<file path="src/rtl/multi_cycle_control_if.sv">
// Control-unit <-> datapath signal bundle: IR fields and ALU flags in, control selects and enables out.
// master is the control unit, slave is the datapath side.
interface multi_cycle_control_if;
    logic [5:0] Opcode;
    logic [5:0] Funct;
    logic       Zero;
    logic       Sign;
    logic [2:0] State;
    logic       PCWre;
    logic [1:0] PCSrc;
    logic       IRWre;
    logic [2:0] ALUOp;
    logic       ALUSrcA;
    logic [1:0] ALUSrcB;
    logic       ExtSel;
    logic       RegWre;
    logic [1:0] RegDst;
    logic       WrRegDSrc;
    logic       DBDataSrc;
    logic       mRD;
    logic       mWR;
    logic       Halted;

    modport master (
        input  Opcode, Funct, Zero, Sign,
        output State, PCWre, PCSrc, IRWre, ALUOp, ALUSrcA, ALUSrcB, ExtSel,
               RegWre, RegDst, WrRegDSrc, DBDataSrc, mRD, mWR, Halted
    );

    modport slave (
        output Opcode, Funct, Zero, Sign,
        input  State, PCWre, PCSrc, IRWre, ALUOp, ALUSrcA, ALUSrcB, ExtSel,
               RegWre, RegDst, WrRegDSrc, DBDataSrc, mRD, mWR, Halted
    );
endinterface

</file>
<file path="src/rtl/multi_cycle_control.sv">
// Multi-cycle MIPS control FSM: decodes the IR opcode/funct and walks each instruction
// through IF/ID/EXE/MEM/WB, driving the ALU selects and the datapath write enables.
module multi_cycle_control (
    input  logic                  CLK,
    input  logic                  RST,
    multi_cycle_control_if.master bus
);
    typedef enum logic [2:0] {
        ST_IF    = 3'b000,
        ST_ID    = 3'b001,
        ST_EXE_M = 3'b010,
        ST_MEM   = 3'b011,
        ST_WB_L  = 3'b100,
        ST_EXE_B = 3'b101,
        ST_EXE_A = 3'b110,
        ST_WB_A  = 3'b111
    } state_t;

    typedef enum logic [3:0] {
        I_NOP, I_RALU, I_IMM, I_LW, I_SW, I_BR, I_J, I_JAL, I_JR, I_HALT
    } iclass_t;

    localparam logic [2:0] ALU_ADD  = 3'b000;
    localparam logic [2:0] ALU_SUB  = 3'b001;
    localparam logic [2:0] ALU_SLL  = 3'b010;
    localparam logic [2:0] ALU_OR   = 3'b011;
    localparam logic [2:0] ALU_AND  = 3'b100;
    localparam logic [2:0] ALU_CMPS = 3'b110;

    state_t     state_q, state_d;
    logic       halted_q, halted_d;
    iclass_t    iclass;
    logic [2:0] dec_aluop;
    logic       dec_srca;
    logic [1:0] dec_srcb;
    logic       dec_extsel;
    logic       br_taken;

    logic       pcwre, irwre, srca, extsel, regwre, wrsrc, dbsrc, mrd, mwr;
    logic [1:0] pcsrc, srcb, regdst;
    logic [2:0] aluop;

    always_ff @(posedge CLK or negedge RST) begin
        if (!RST) begin
            state_q  <= ST_IF;
            halted_q <= 1'b0;
        end else begin
            state_q  <= state_d;
            halted_q <= halted_d;
        end
    end

    // Instruction decode; the IR is stable for the whole instruction, so this is valid in every state.
    always_comb begin
        iclass     = I_NOP;
        dec_aluop  = ALU_ADD;
        dec_srca   = 1'b0;
        dec_srcb   = 2'b00;
        dec_extsel = 1'b1;
        br_taken   = 1'b0;
        case (bus.Opcode)
            6'b000000: begin
                case (bus.Funct)
                    6'b100000: begin iclass = I_RALU; dec_aluop = ALU_ADD;  end
                    6'b100010: begin iclass = I_RALU; dec_aluop = ALU_SUB;  end
                    6'b100100: begin iclass = I_RALU; dec_aluop = ALU_AND;  end
                    6'b100101: begin iclass = I_RALU; dec_aluop = ALU_OR;   end
                    6'b101010: begin iclass = I_RALU; dec_aluop = ALU_CMPS; end
                    6'b000000: begin iclass = I_RALU; dec_aluop = ALU_SLL; dec_srca = 1'b1; end
                    6'b001000: iclass = I_JR;
                    default:   iclass = I_NOP;
                endcase
            end
            6'b001001: begin iclass = I_IMM; dec_aluop = ALU_ADD;  dec_srcb = 2'b01; end
            6'b001100: begin iclass = I_IMM; dec_aluop = ALU_AND;  dec_srcb = 2'b01; dec_extsel = 1'b0; end
            6'b001101: begin iclass = I_IMM; dec_aluop = ALU_OR;   dec_srcb = 2'b01; dec_extsel = 1'b0; end
            6'b001010: begin iclass = I_IMM; dec_aluop = ALU_CMPS; dec_srcb = 2'b01; end
            6'b100011: begin iclass = I_LW;  dec_aluop = ALU_ADD;  dec_srcb = 2'b01; end
            6'b101011: begin iclass = I_SW;  dec_aluop = ALU_ADD;  dec_srcb = 2'b01; end
            // Zero is inverted on this ALU: 1 means the difference was non-zero.
            6'b000100: begin iclass = I_BR; dec_aluop = ALU_SUB; br_taken = ~bus.Zero; end
            6'b000101: begin iclass = I_BR; dec_aluop = ALU_SUB; br_taken = bus.Zero;  end
            6'b000001: begin iclass = I_BR; dec_aluop = ALU_SUB; dec_srcb = 2'b10; br_taken = bus.Sign; end
            6'b000010: iclass = I_J;
            6'b000011: iclass = I_JAL;
            6'b111111: iclass = I_HALT;
            default:   iclass = I_NOP;
        endcase
    end

    // Enables are single-cycle strobes: the datapath acts on each one at the next CLK edge.
    always_comb begin
        state_d  = state_q;
        halted_d = halted_q;
        pcwre    = 1'b0;
        pcsrc    = 2'b00;
        irwre    = 1'b0;
        aluop    = 3'b000;
        srca     = 1'b0;
        srcb     = 2'b00;
        extsel   = 1'b0;
        regwre   = 1'b0;
        regdst   = 2'b00;
        wrsrc    = 1'b0;
        dbsrc    = 1'b0;
        mrd      = 1'b0;
        mwr      = 1'b0;

        if (state_q != ST_IF && state_q != ST_ID) begin
            aluop  = dec_aluop;
            srca   = dec_srca;
            srcb   = dec_srcb;
            extsel = dec_extsel;
        end

        case (state_q)
            ST_IF: begin
                irwre   = 1'b1;
                state_d = ST_ID;
            end
            ST_ID: begin
                // With halted_q set this is the HALT state: no outputs, no exit until reset.
                if (!halted_q) begin
                    case (iclass)
                        I_RALU, I_IMM: state_d = ST_EXE_A;
                        I_LW, I_SW:    state_d = ST_EXE_M;
                        I_BR:          state_d = ST_EXE_B;
                        I_HALT:        halted_d = 1'b1;
                        I_J: begin
                            pcwre   = 1'b1;
                            pcsrc   = 2'b11;
                            state_d = ST_IF;
                        end
                        I_JAL: begin
                            pcwre   = 1'b1;
                            pcsrc   = 2'b11;
                            regwre  = 1'b1;
                            regdst  = 2'b00;
                            wrsrc   = 1'b0;
                            state_d = ST_IF;
                        end
                        I_JR: begin
                            pcwre   = 1'b1;
                            pcsrc   = 2'b10;
                            state_d = ST_IF;
                        end
                        default: begin
                            pcwre   = 1'b1;
                            state_d = ST_IF;
                        end
                    endcase
                end
            end
            ST_EXE_A: state_d = ST_WB_A;
            ST_WB_A: begin
                regwre  = 1'b1;
                pcwre   = 1'b1;
                regdst  = (iclass == I_RALU) ? 2'b10 : 2'b01;
                wrsrc   = 1'b1;
                state_d = ST_IF;
            end
            ST_EXE_M: state_d = ST_MEM;
            ST_MEM: begin
                if (iclass == I_LW) begin
                    mrd     = 1'b1;
                    state_d = ST_WB_L;
                end else begin
                    mwr     = 1'b1;
                    pcwre   = 1'b1;
                    state_d = ST_IF;
                end
            end
            ST_WB_L: begin
                regwre  = 1'b1;
                pcwre   = 1'b1;
                regdst  = 2'b01;
                wrsrc   = 1'b1;
                dbsrc   = 1'b1;
                state_d = ST_IF;
            end
            ST_EXE_B: begin
                pcwre   = 1'b1;
                pcsrc   = br_taken ? 2'b01 : 2'b00;
                state_d = ST_IF;
            end
            default: state_d = ST_IF;
        endcase
    end

    assign bus.State     = state_q;
    assign bus.Halted    = halted_q;
    assign bus.PCWre     = pcwre;
    assign bus.PCSrc     = pcsrc;
    assign bus.IRWre     = irwre;
    assign bus.ALUOp     = aluop;
    assign bus.ALUSrcA   = srca;
    assign bus.ALUSrcB   = srcb;
    assign bus.ExtSel    = extsel;
    assign bus.RegWre    = regwre;
    assign bus.RegDst    = regdst;
    assign bus.WrRegDSrc = wrsrc;
    assign bus.DBDataSrc = dbsrc;
    assign bus.mRD       = mrd;
    assign bus.mWR       = mwr;
endmodule

</file>
<file path="src/flat_wrapper.sv">
// flat-port wrapper written by rule: the top's interface ports become plain ports
module multi_cycle_control_flat 
  (CLK, RST, bus_Opcode, bus_Funct, bus_Zero, bus_Sign, bus_State, bus_PCWre, bus_PCSrc, bus_IRWre, bus_ALUOp, bus_ALUSrcA, bus_ALUSrcB, bus_ExtSel, bus_RegWre, bus_RegDst, bus_WrRegDSrc, bus_DBDataSrc, bus_mRD, bus_mWR, bus_Halted);
  multi_cycle_control_if bus_i ();
  input  logic CLK;
  input  logic RST;
  input wire logic [$bits(bus_i.Opcode)-1:0] bus_Opcode;
  input wire logic [$bits(bus_i.Funct)-1:0] bus_Funct;
  input wire logic [$bits(bus_i.Zero)-1:0] bus_Zero;
  input wire logic [$bits(bus_i.Sign)-1:0] bus_Sign;
  output wire logic [$bits(bus_i.State)-1:0] bus_State;
  output wire logic [$bits(bus_i.PCWre)-1:0] bus_PCWre;
  output wire logic [$bits(bus_i.PCSrc)-1:0] bus_PCSrc;
  output wire logic [$bits(bus_i.IRWre)-1:0] bus_IRWre;
  output wire logic [$bits(bus_i.ALUOp)-1:0] bus_ALUOp;
  output wire logic [$bits(bus_i.ALUSrcA)-1:0] bus_ALUSrcA;
  output wire logic [$bits(bus_i.ALUSrcB)-1:0] bus_ALUSrcB;
  output wire logic [$bits(bus_i.ExtSel)-1:0] bus_ExtSel;
  output wire logic [$bits(bus_i.RegWre)-1:0] bus_RegWre;
  output wire logic [$bits(bus_i.RegDst)-1:0] bus_RegDst;
  output wire logic [$bits(bus_i.WrRegDSrc)-1:0] bus_WrRegDSrc;
  output wire logic [$bits(bus_i.DBDataSrc)-1:0] bus_DBDataSrc;
  output wire logic [$bits(bus_i.mRD)-1:0] bus_mRD;
  output wire logic [$bits(bus_i.mWR)-1:0] bus_mWR;
  output wire logic [$bits(bus_i.Halted)-1:0] bus_Halted;
  assign bus_i.Opcode = bus_Opcode;
  assign bus_i.Funct = bus_Funct;
  assign bus_i.Zero = bus_Zero;
  assign bus_i.Sign = bus_Sign;
  assign bus_State = bus_i.State;
  assign bus_PCWre = bus_i.PCWre;
  assign bus_PCSrc = bus_i.PCSrc;
  assign bus_IRWre = bus_i.IRWre;
  assign bus_ALUOp = bus_i.ALUOp;
  assign bus_ALUSrcA = bus_i.ALUSrcA;
  assign bus_ALUSrcB = bus_i.ALUSrcB;
  assign bus_ExtSel = bus_i.ExtSel;
  assign bus_RegWre = bus_i.RegWre;
  assign bus_RegDst = bus_i.RegDst;
  assign bus_WrRegDSrc = bus_i.WrRegDSrc;
  assign bus_DBDataSrc = bus_i.DBDataSrc;
  assign bus_mRD = bus_i.mRD;
  assign bus_mWR = bus_i.mWR;
  assign bus_Halted = bus_i.Halted;
  multi_cycle_control u_core (.CLK(CLK), .RST(RST), .bus(bus_i));
endmodule
</file>
<file path="config.mk">
export PLATFORM = sky130hd
export DESIGN_NAME = multi_cycle_control_flat
export DESIGN_NICKNAME = d
export VERILOG_FILES = /design/src/rtl/multi_cycle_control_if.sv /design/src/rtl/multi_cycle_control.sv /design/src/flat_wrapper.sv
export SDC_FILE = /design/constraint.sdc
export NUM_CORES = 1
export LEC_CHECK = 0
export BUFFER_PORTS_ARGS = -buffer_cell sky130_fd_sc_hd__buf_2
export CORE_ASPECT_RATIO = 1.1
export CORE_UTILIZATION = 32
export DETAILED_ROUTE_END_ITERATION = 16
export GPL_ROUTABILITY_DRIVEN = 0
export PLACE_DENSITY_LB_ADDON = 0.15
export SETUP_SLACK_MARGIN = 0.4
export SYNTH_ARGS = -nofsm -noshare
export SYNTH_HDL_FRONTEND = slang
export SYNTH_SLANG_ARGS = --single-unit
</file>
<file path="constraint.sdc">
create_clock -name CLK -period 1.5 [get_ports CLK]
set_input_delay 0.15 -clock CLK [delete_from_list [all_inputs] [get_ports CLK]]
set_output_delay 0.15 -clock CLK [all_outputs]
set_load 0.05 [all_outputs]
</file>
==> flow_metrics.tcl, run 1 <==
set metrics [dict create \
    synth_cell_types 43 \
    diodes 0 \
    drtAntennaViolNets 0 \
    worst_pin_slew_ns 0.4029 \
    initial_core_util_pct 34.55 \
    vias_per_cell 5.801 \
    critPathCaptureType "output port" \
    hpwl_mm 2.683 \
    numCtsBuffers 3 \
    drt_iter0_markers 67 \
    synthSimpleGateAreaFrac_pct 51.34 \
    clk_latency_ns 0.26 \
    ys_ff_latch 4 \
    clock_skew_ns 0.001904 \
    wl_mm 5.020 \
    violations "setup timing" \
    cts_max_level 1 \
    post_layout_nonfiller_instances 266 \
    yosysTopAreaCell "dfrtp_1" \
    grt_util_all_layers_pct 28.68 \
    p_leak_uw 0.0009912 \
    cts_sinks 4 \
    cp-startpoint "u_core.bus.State[1]$_DFFE_PN0P_" \
    p_per_area_nw_per_um2 1472 \
    fp-row-count 19 \
    rsz0062_at_grt "yes" \
    synth_top_family_by_area "simple AND/OR/NAND/NOR gates" \
    place_area_sq_um 1634 \
    drive_above_1_share_pct 68.09 \
    cts_root_buf "clkbuf_4" \
    period_share_pct 129.5 \
    area_delta_synth_final_pct 151.9 \
    slew_headroom_pct 72.89 \
    clockBufferDepth 2 \
    avgRoutedWirePerCell_um 18.87 \
    remaining_drc_errors 0 \
    grt_max_degree 12 \
    arrival_ns 1.79 \
    ys_top_cells_by_area "dfrtp_1, nor2_1, a21oi_1, buf_6, nand2_1" \
    cp_top_family "simple AND/OR/NAND/NOR gates" \
    async_flop_share_pct 100.0 \
    synth_compound_area_share_pct 26.66 \
    grt_pass1_wl_mm 6.410 \
    synth_cells 136 \
    reg2reg_from "u_core.bus.State[1]$_DFFE_PN0P_" \
    fin_crit_ns 1.943 \
    synth-warning-count 0 \
    io_buffers 37 \
    hold_viol 0 \
    timing.fmax_ghz 0.5147 \
    first_global_vias 1423 \
    nets 253 \
    synth-xor-area-share_pct 0 \
    drt_pass1_iterations 4 \
    die_x_um 52.20 \
    cts_tree "done" \
    place_ws_ns -0.4780 \
    placed_cells 244 \
    avgSynthCellArea_sq_um 6.523 \
    pin_count 38 \
    path_clk_slew_ns 0.05 \
    antenna_found_initial 0 \
    synth_flop_cell "dfrtp_1" \
    dr_total_vias 1543 \
    die-area_sq_um 2987 \
    setup_viol 20 \
    cp_max_fo 3 \
    synthTopCellsByCount "nor2_1, a21oi_1, nand2_1" \
    vdd_drop_max_uv 1787 \
    min_path_type "in2async" \
    syn-cell-area_sq_um 887.1 \
    seq_area_frac_synth_pct 11.28 \
    synth-adder-area-share_pct 0 \
    slew_viol_final 0 \
    post-route-util_pct 87.04 \
    core_sq_um 2567 \
    max_cap_viol_count 0 \
    synth_top_area_share_pct 11.28 \
    yosysMostFrequentCell "nor2_1" \
    nFillCells 122 \
    final_cell_area_sq_um 2235 \
    slowest_stage "dfrtp_2" \
    die_h_um 57.22 \
    fin_ws_ns -0.4429 \
    gr-total-overflow 0 \
    syn_nets 152 \
    slowest_delay_ns 0.41 \
    critical_path_buf_inv_count 1 \
    crit_type "reg2out" \
    start_kind "flop" \
    synth_edf_count 0 \
    synth_mux_area_share_pct 2.398 \
    status "complete, but fails checks" \
    critPathRequiredTime_ns 1.35 \
    critical_path.cell_chain "nand2b_4, or2_4, or3_4, nor2_4, a22o_4, buf_8" \
]
## area by class of cell
| cell class | count | area, sq um | area share (%) |
|---|---|---|---|
| Clock buffer | 3 | 22.52 | 1.008 |
| Inverter | 1 | 7.507 | 0.3359 |
| Multi-Input combinational cell | 121 | 1062 | 47.54 |
| Sequential cell | 4 | 107.6 | 4.815 |
| Tap cell | 31 | 38.79 | 1.736 |
| Timing Repair Buffer | 106 | 996.0 | 44.57 |
## routing by layer
layer  GRT usage [%]  part of all wire [%]  up-vias
li1                -                     -      700
met1           31.60                    36      729
met2           55.13                    52       84
met3           4.533                   6.3       30
met4           7.519                   5.4        0
met5               0                     0        -
## per-stage QoR
stage / TNS [ns] / hold slack, ns / power (uW)
floorplan: -3.587 / -0.1456 / 1586
global placement: -3.103 / -0.04563 / 2121
detailed placement: -3.834 / -0.04096 / 2158
CTS: -2.864 / 0.2385 / 2935
global route: -5.119 / 0.2581 / 3387
finish: -4.543 / 0.2510 / 3288
## kinds of logic (layout without fill, tap and decap cells)
logic type / count (synthesis) / in the layout
buffers and inverters: 11 / 110
muxes: 2 / 2
and+or+nand+nor: 81 / 81
DFF: 4 / 4
AOI/OAI and AO/OA: 38 / 38
## placed cells by master (no fill, tap or decap), types with 2 or more instances in the layout
cell / n
nand2_1: 10
nor3_1: 2
clkbuf_4: 3
nor2b_1: 2
buf_6: 30
nor2b_4: 3
buf_12: 3
a31oi_1: 3
dfrtp_2: 3
a21oi_1: 11
buf_2: 11
or3_4: 2
o21ai_1: 3
o21ai_0: 4
nor2_1: 14
a21oi_4: 3
nor4b_4: 2
nor3_4: 4
nand2b_4: 3
nor4_4: 3
or4_4: 2
nor2_4: 5
nand3_1: 4
buf_8: 10
buf_4: 51
nand2b_1: 3
a21o_1: 4
nor2_2: 4
## flip-flops by register name, summed over array words and instances, names as in the netlist
register and cells:
u_core.bus.Halted 1, u_core.bus.State 3
## final timing paths
path | endpoint | slack, ns | cells after the start
min in group CLK | u_core.bus.State[1]$_DFFE_PN0P_ | 0.50 | 4
max | bus_PCWre | -0.44 | 6
min | u_core.bus.State[1]$_DFFE_PN0P_ | 0.25 | 2
max in group asynchronous | u_core.bus.State[0]$_DFFE_PN0P_ | 1.10 | 2
min reg2reg | u_core.bus.Halted$_DFFE_PN0P_ | 0.53 | 1
max reg2reg | u_core.bus.State[1]$_DFFE_PN0P_ | -0.15 | 5
## repair_timing
item	in CTS	in global routing
pin swaps	4	7
hold buffers	1	0
setup endpoints to repair	24	24
setup buffers	9	9
hold endpoints to repair	4	0
gates resized for setup	95	15
## worst reg2reg max path, cell delays in order, from the launching register on
cell,delay (ns)
dfrtp_2,0.41
nand2b_4,0.15
or2_4,0.24
or3_4,0.39
buf_4,0.16
o21ai_1,0.19
## where the power goes
part / switching (uW) / leakage, uW / internal, uW
Clock: 71.0 / 0.0000138 / 91.4
Sequential: 77.2 / 0.0000463 / 174
Combinational: 1550 / 0.000931 / 1320
Total: 1700 / 0.000991 / 1590
(Power assumes the default switching activity.)
==> inputs of run 2 (changes only) <==
- CTS_BUF_LIST: default -> sky130_fd_sc_hd__clkbuf_16
==> run 2 against run 1 <==
Net effect: the run still ends with setup timing left; global-route usage up 3.8 points; non-clock buffer count down 1; critical endpoint unchanged; clock-buffer cell count unchanged; largest cell class unchanged; combinational power up 6%; design area up 4.6%; critical path depth unchanged; hold slack better by 0.016 ns.
==> flow_metrics.tcl, run 2 (synthesis results as in run 1) <==
set metrics [dict create \
    status "complete, but fails checks" \
    violations "setup timing" \
    layout_commonest_cell "buf_4" \
    numCtsBuffers 3 \
    hpwl_mm 2.683 \
    setup_viol 19 \
    post-route-util_pct 91.03 \
    hold_viol 0 \
    critPathRequiredTime_ns 1.35 \
    vias_per_cell 6.083 \
    nFillCells 103 \
    die-area_sq_um 2987 \
    crit_type "reg2out" \
    period_share_pct 127.8 \
    remaining_drc_errors 0 \
    first_global_vias 1511 \
    clockBufferDepth 2 \
    rsz0062_at_grt "yes" \
    worst_pin_slew_ns 0.4657 \
    grt_util_all_layers_pct 32.45 \
    start_kind "flop" \
    fin_ws_ns -0.4176 \
    grt_pass1_wl_mm 7.196 \
    largest_reg_flops 3 \
    fp-row-count 19 \
    slew_headroom_pct 68.67 \
    antenna_found_initial 0 \
    initial_core_util_pct 34.55 \
    p_leak_uw 0.001023 \
    io_buffers 37 \
    dr_total_vias 1612 \
    clk_latency_ns 0.23 \
    cts_max_level 1 \
    die_h_um 57.22 \
    pin_count 38 \
    grt_max_degree 12 \
    drt_pass1_iterations 5 \
    vdd_drop_max_uv 2729 \
    drtAntennaViolNets 0 \
    fin_crit_ns 1.918 \
    place_ws_ns -0.4780 \
    nets 252 \
    min_path_type "in2async" \
    cts_root_buf "clkbuf_16" \
    arrival_ns 1.77 \
    drive_above_1_share_pct 68.38 \
    drt_iter0_markers 95 \
    final_cell_mix "buf_4, buf_6, nor2_1" \
    timing.fmax_ghz 0.5215 \
    clock_skew_ns 0.007817 \
    cts_sinks 4 \
    cts_tree "done" \
    slew_viol_final 0 \
    path_clk_slew_ns 0.04 \
    wl_mm 5.951 \
    critPathCaptureType "output port" \
    p_per_area_nw_per_um2 1593 \
    area_delta_synth_final_pct 163.5 \
    finalPower_uw 3722 \
    max_cap_viol_count 0 \
    gr-total-overflow 0 \
    avgRoutedWirePerCell_um 22.46 \
    die_x_um 52.20 \
    core_sq_um 2567 \
    diodes 0 \
    cp_max_fo 3 \
]
==> run 2: worst max-delay path: stages (launching register included) <==
cell,delay [ns]
dfrtp_2,0.40
nand2b_4,0.14
or2_4,0.26
or3_4,0.37
nor2_4,0.12
a22o_4,0.12
buf_8,0.13
==> run 2: timing repair <==
| action | 4_1_cts | 5_1_grt |
|---|---|---|
| pin swaps | 3 | 3 |
| hold buffers | 1 | 0 |
| resized for setup | 101 | 20 |
| endpoints found under the hold margin | 4 | 0 |
| endpoints found under the setup margin | 24 | 24 |
| buffers inserted | 9 | 8 |
==> run 2: path summary, 6_finish.rpt <==
check	from	endpoint	slack, ns	depth (start not counted)
max	u_core.bus.State[1]$_DFFE_PN0P_	bus_PCWre	-0.42	6
min	RST	u_core.bus.State[0]$_DFFE_PN0P_	0.27	2
max reg2reg	u_core.bus.State[1]$_DFFE_PN0P_	u_core.bus.State[2]$_DFFE_PN0P_	-0.19	8
min reg2reg	u_core.bus.Halted$_DFFE_PN0P_	u_core.bus.Halted$_DFFE_PN0P_	0.54	1
max in group asynchronous	RST	u_core.bus.State[2]$_DFFE_PN0P_	1.10	2
min in group CLK	u_core.bus.Halted$_DFFE_PN0P_	u_core.bus.Halted$_DFFE_PN0P_	0.54	1
==> run 2: final cells by class <==
class / instances / area, sq um / area share (%)
sequential: 4 / 107.6 / 4.604
tap: 31 / 38.79 / 1.660
clock buffer: 3 / 75.07 / 3.212
multi-input combinational: 121 / 1087 / 46.52
timing repair buffer: 105 / 1021 / 43.68
inverter: 1 / 7.507 / 0.3212
==> run 2: metal layers <==
layer | global-route usage, % | up-vias | wire length (um)
met5 | 0 | - | 0
met4 | 9.023 | 0 | 297
met3 | 5.067 | 32 | 478
met2 | 60.81 | 122 | 2999
met1 | 36.95 | 759 | 2176
li1 | - | 699 | -
==> run 2: power by group <==
group	leakage, uW	internal, uW	switching [uW]	total (uW)
registers	0.0000463	174	74.9	249
clock network	0.0000370	342	84.9	426
logic	0.000940	1410	1640	3050
total	0.00102	1930	1800	3720
==> run 2: metrics by stage <==
step	instances	TNS, ns	hold slack (ns)	instance area [sq um]
4_1_cts	257	-2.618	0.2670	2187
6_report	265	-4.122	0.2666	2337
2_1_floorplan	136	-3.587	-0.1456	1116
3_5_place_dp	244	-3.834	-0.04096	1634
5_1_grt	265	-4.628	0.2714	2337
3_3_place_gp	244	-3.103	-0.04563	1634
==> inputs of run 3 (changes only) <==
- SETUP_SLACK_MARGIN: 0.4 -> 0.05
==> run 3 against run 2 <==
Net effect: the run still ends with setup timing left; largest cell class unchanged; maximum frequency up 3.4%; combinational power fell by 18%; first-iteration DRC count decreased by 57%.
==> flow_metrics.tcl, run 3 (synthesis results as in run 1) <==
set metrics [dict create \
    largest_reg_flops 3 \
    wl_mm 4.150 \
    critPathCaptureType "output port" \
    arrival_ns 1.70 \
    cts_tree "done" \
    period_share_pct 123.6 \
    layout_commonest_cell "buf_4" \
    wl_met3_um 106 \
    nFillCells 161 \
    hpwl_mm 2.666 \
    drt_iter0_markers 41 \
    io_buffers 37 \
    max_cap_viol_count 0 \
    avgRoutedWirePerCell_um 16.02 \
    cp_max_fo 2 \
    routed.top_layer "met4" \
    cts_max_level 1 \
    r2r_cells 5 \
    slowest_delay_ns 0.39 \
    setup_viol 14 \
    violations "setup timing" \
    hold_viol 0 \
    timing.fmax_ghz 0.5392 \
    drive_above_1_share_pct 65.79 \
    rrSetupSlack_ns -0.13 \
    grt_util_all_layers_pct 27.94 \
    die_h_um 57.22 \
    slew_viol_final 0 \
    diodes 0 \
    clock_skew_ns 0.004410 \
    drtAntennaViolNets 0 \
    start_kind "flop" \
    r2r_end "u_core.bus.State[2]$_DFFE_PN0P_" \
    post_layout_nonfiller_instances 259 \
    pin_count 38 \
    ff_latch_area_sq_um 106.4 \
    slew_headroom_pct 71.58 \
    critPathRequiredTime_ns 1.35 \
    reg2reg_from "u_core.bus.State[1]$_DFFE_PN0P_" \
    wl_met1_mm 1.638 \
    multi_input_area_sq_um 1032 \
    min_path_type "in2async" \
    cts_root_buf "clkbuf_16" \
    numCtsBuffers 3 \
    fin_crit_ns 1.855 \
    path_clk_slew_ns 0.03 \
    fin_ws_ns -0.3546 \
    cts_sinks 4 \
    initial_core_util_pct 34.55 \
    critical_path.cell_chain "nand2b_4, or2_4, or3_4, nor2_4, a22o_4, buf_8" \
    p_per_area_nw_per_um2 1480 \
    status "complete, but fails checks" \
    dr_total_vias 1414 \
    slowest_stage "dfrtp_2" \
    grt_max_degree 12 \
    endpoint "bus_PCWre" \
    antenna_found_initial 0 \
    first_global_vias 1416 \
    grt_pass1_wl_mm 6.244 \
    worst_pin_slew_ns 0.4218 \
    nets 245 \
    fp-row-count 19 \
    final_cell_mix "buf_4, buf_6, nor2_1" \
    die_x_um 52.20 \
    clockBufferDepth 2 \
    route.met2.wl_mm 2.375 \
    crit_type "reg2out" \
    placed_cells 246 \
    place_ws_ns -0.4626 \
    clk_latency_ns 0.23 \
    die-area_sq_um 2987 \
    remaining_drc_errors 0 \
    drt_pass1_iterations 4 \
    gr-total-overflow 0 \
    p_leak_uw 0.0009572 \
    rsz0062_at_grt "yes" \
    area_delta_synth_final_pct 140.5 \
    vdd_drop_max_uv 1996 \
    core_sq_um 2567 \
    cp-startpoint "u_core.bus.State[1]$_DFFE_PN0P_" \
    vias_per_cell 5.459 \
]
-- run 3: metrics by stage --
stage | TNS (ns) | hold slack [ns] | area [sq um] | power, uW | utilization, %
2_1_floorplan | -3.598 | -0.1456 | 1081 | 1553 | -
3_3_place_gp | -3.440 | -0.04420 | 1637 | 2167 | 63.74
3_5_place_dp | -4.282 | -0.03805 | 1637 | 2185 | 63.74
4_1_cts | -2.848 | 0.2671 | 2026 | 3022 | 78.90
5_1_grt | -3.643 | 0.3357 | 2133 | 3269 | 83.09
6_report | -3.023 | 0.3250 | 2133 | 3158 | 83.09
-- run 3: worst max-delay path, delay by kind of cell (launching register included) --
kind                   cells  cell delay (ns)
and+or+nand+nor            4             0.83
DFF                        1             0.39
buffers and inverters      1             0.13
AOI/OAI and AO/OA          1             0.12
-- run 3: area by class of cell --
| cell class | count | area share (%) |
|---|---|---|
| clock buffer | 3 | 3.519 |
| clock inverter | 1 | 0.1760 |
| inverter | 1 | 0.3519 |
| multi-input combinational | 121 | 48.39 |
| sequential | 4 | 4.985 |
| tap | 31 | 1.818 |
| timing repair buffer | 98 | 40.76 |
-- run 3: where the power goes --
group          internal [uW]  switching (uW)
sequential               171            69.9
clock                    344            80.2
combinational           1080            1410
total                   1600            1560
-- run 3: routing by layer --
layer / global-route usage [%] / up-vias
met1: 30.67 / 679
met3: 1.333 / 4
li1: - / 684
met4: 8.271 / 0
met2: 55.49 / 47
met5: 0 / -
-- run 3: worst min-delay path by stage --
| stage | to |
|---|---|
| after floorplan | u_core.bus.Halted$_DFFE_PN0P_ |
| after global placement | u_core.bus.State[0]$_DFFE_PN0P_ |
| after detailed placement | u_core.bus.State[0]$_DFFE_PN0P_ |
| after CTS | u_core.bus.State[0]$_DFFE_PN0P_ |
| after global routing | u_core.bus.State[0]$_DFFE_PN0P_ |
| final | u_core.bus.State[0]$_DFFE_PN0P_ |
-- run 3: what timing repair did --
item                                    4_1_cts  5_1_grt
endpoints found under the setup margin       19       20
hold endpoints to repair                      4        0
hold buffers                                  1        0
gates resized for setup                      69       22
pin swaps                                    15        7
buffers inserted                              5        7
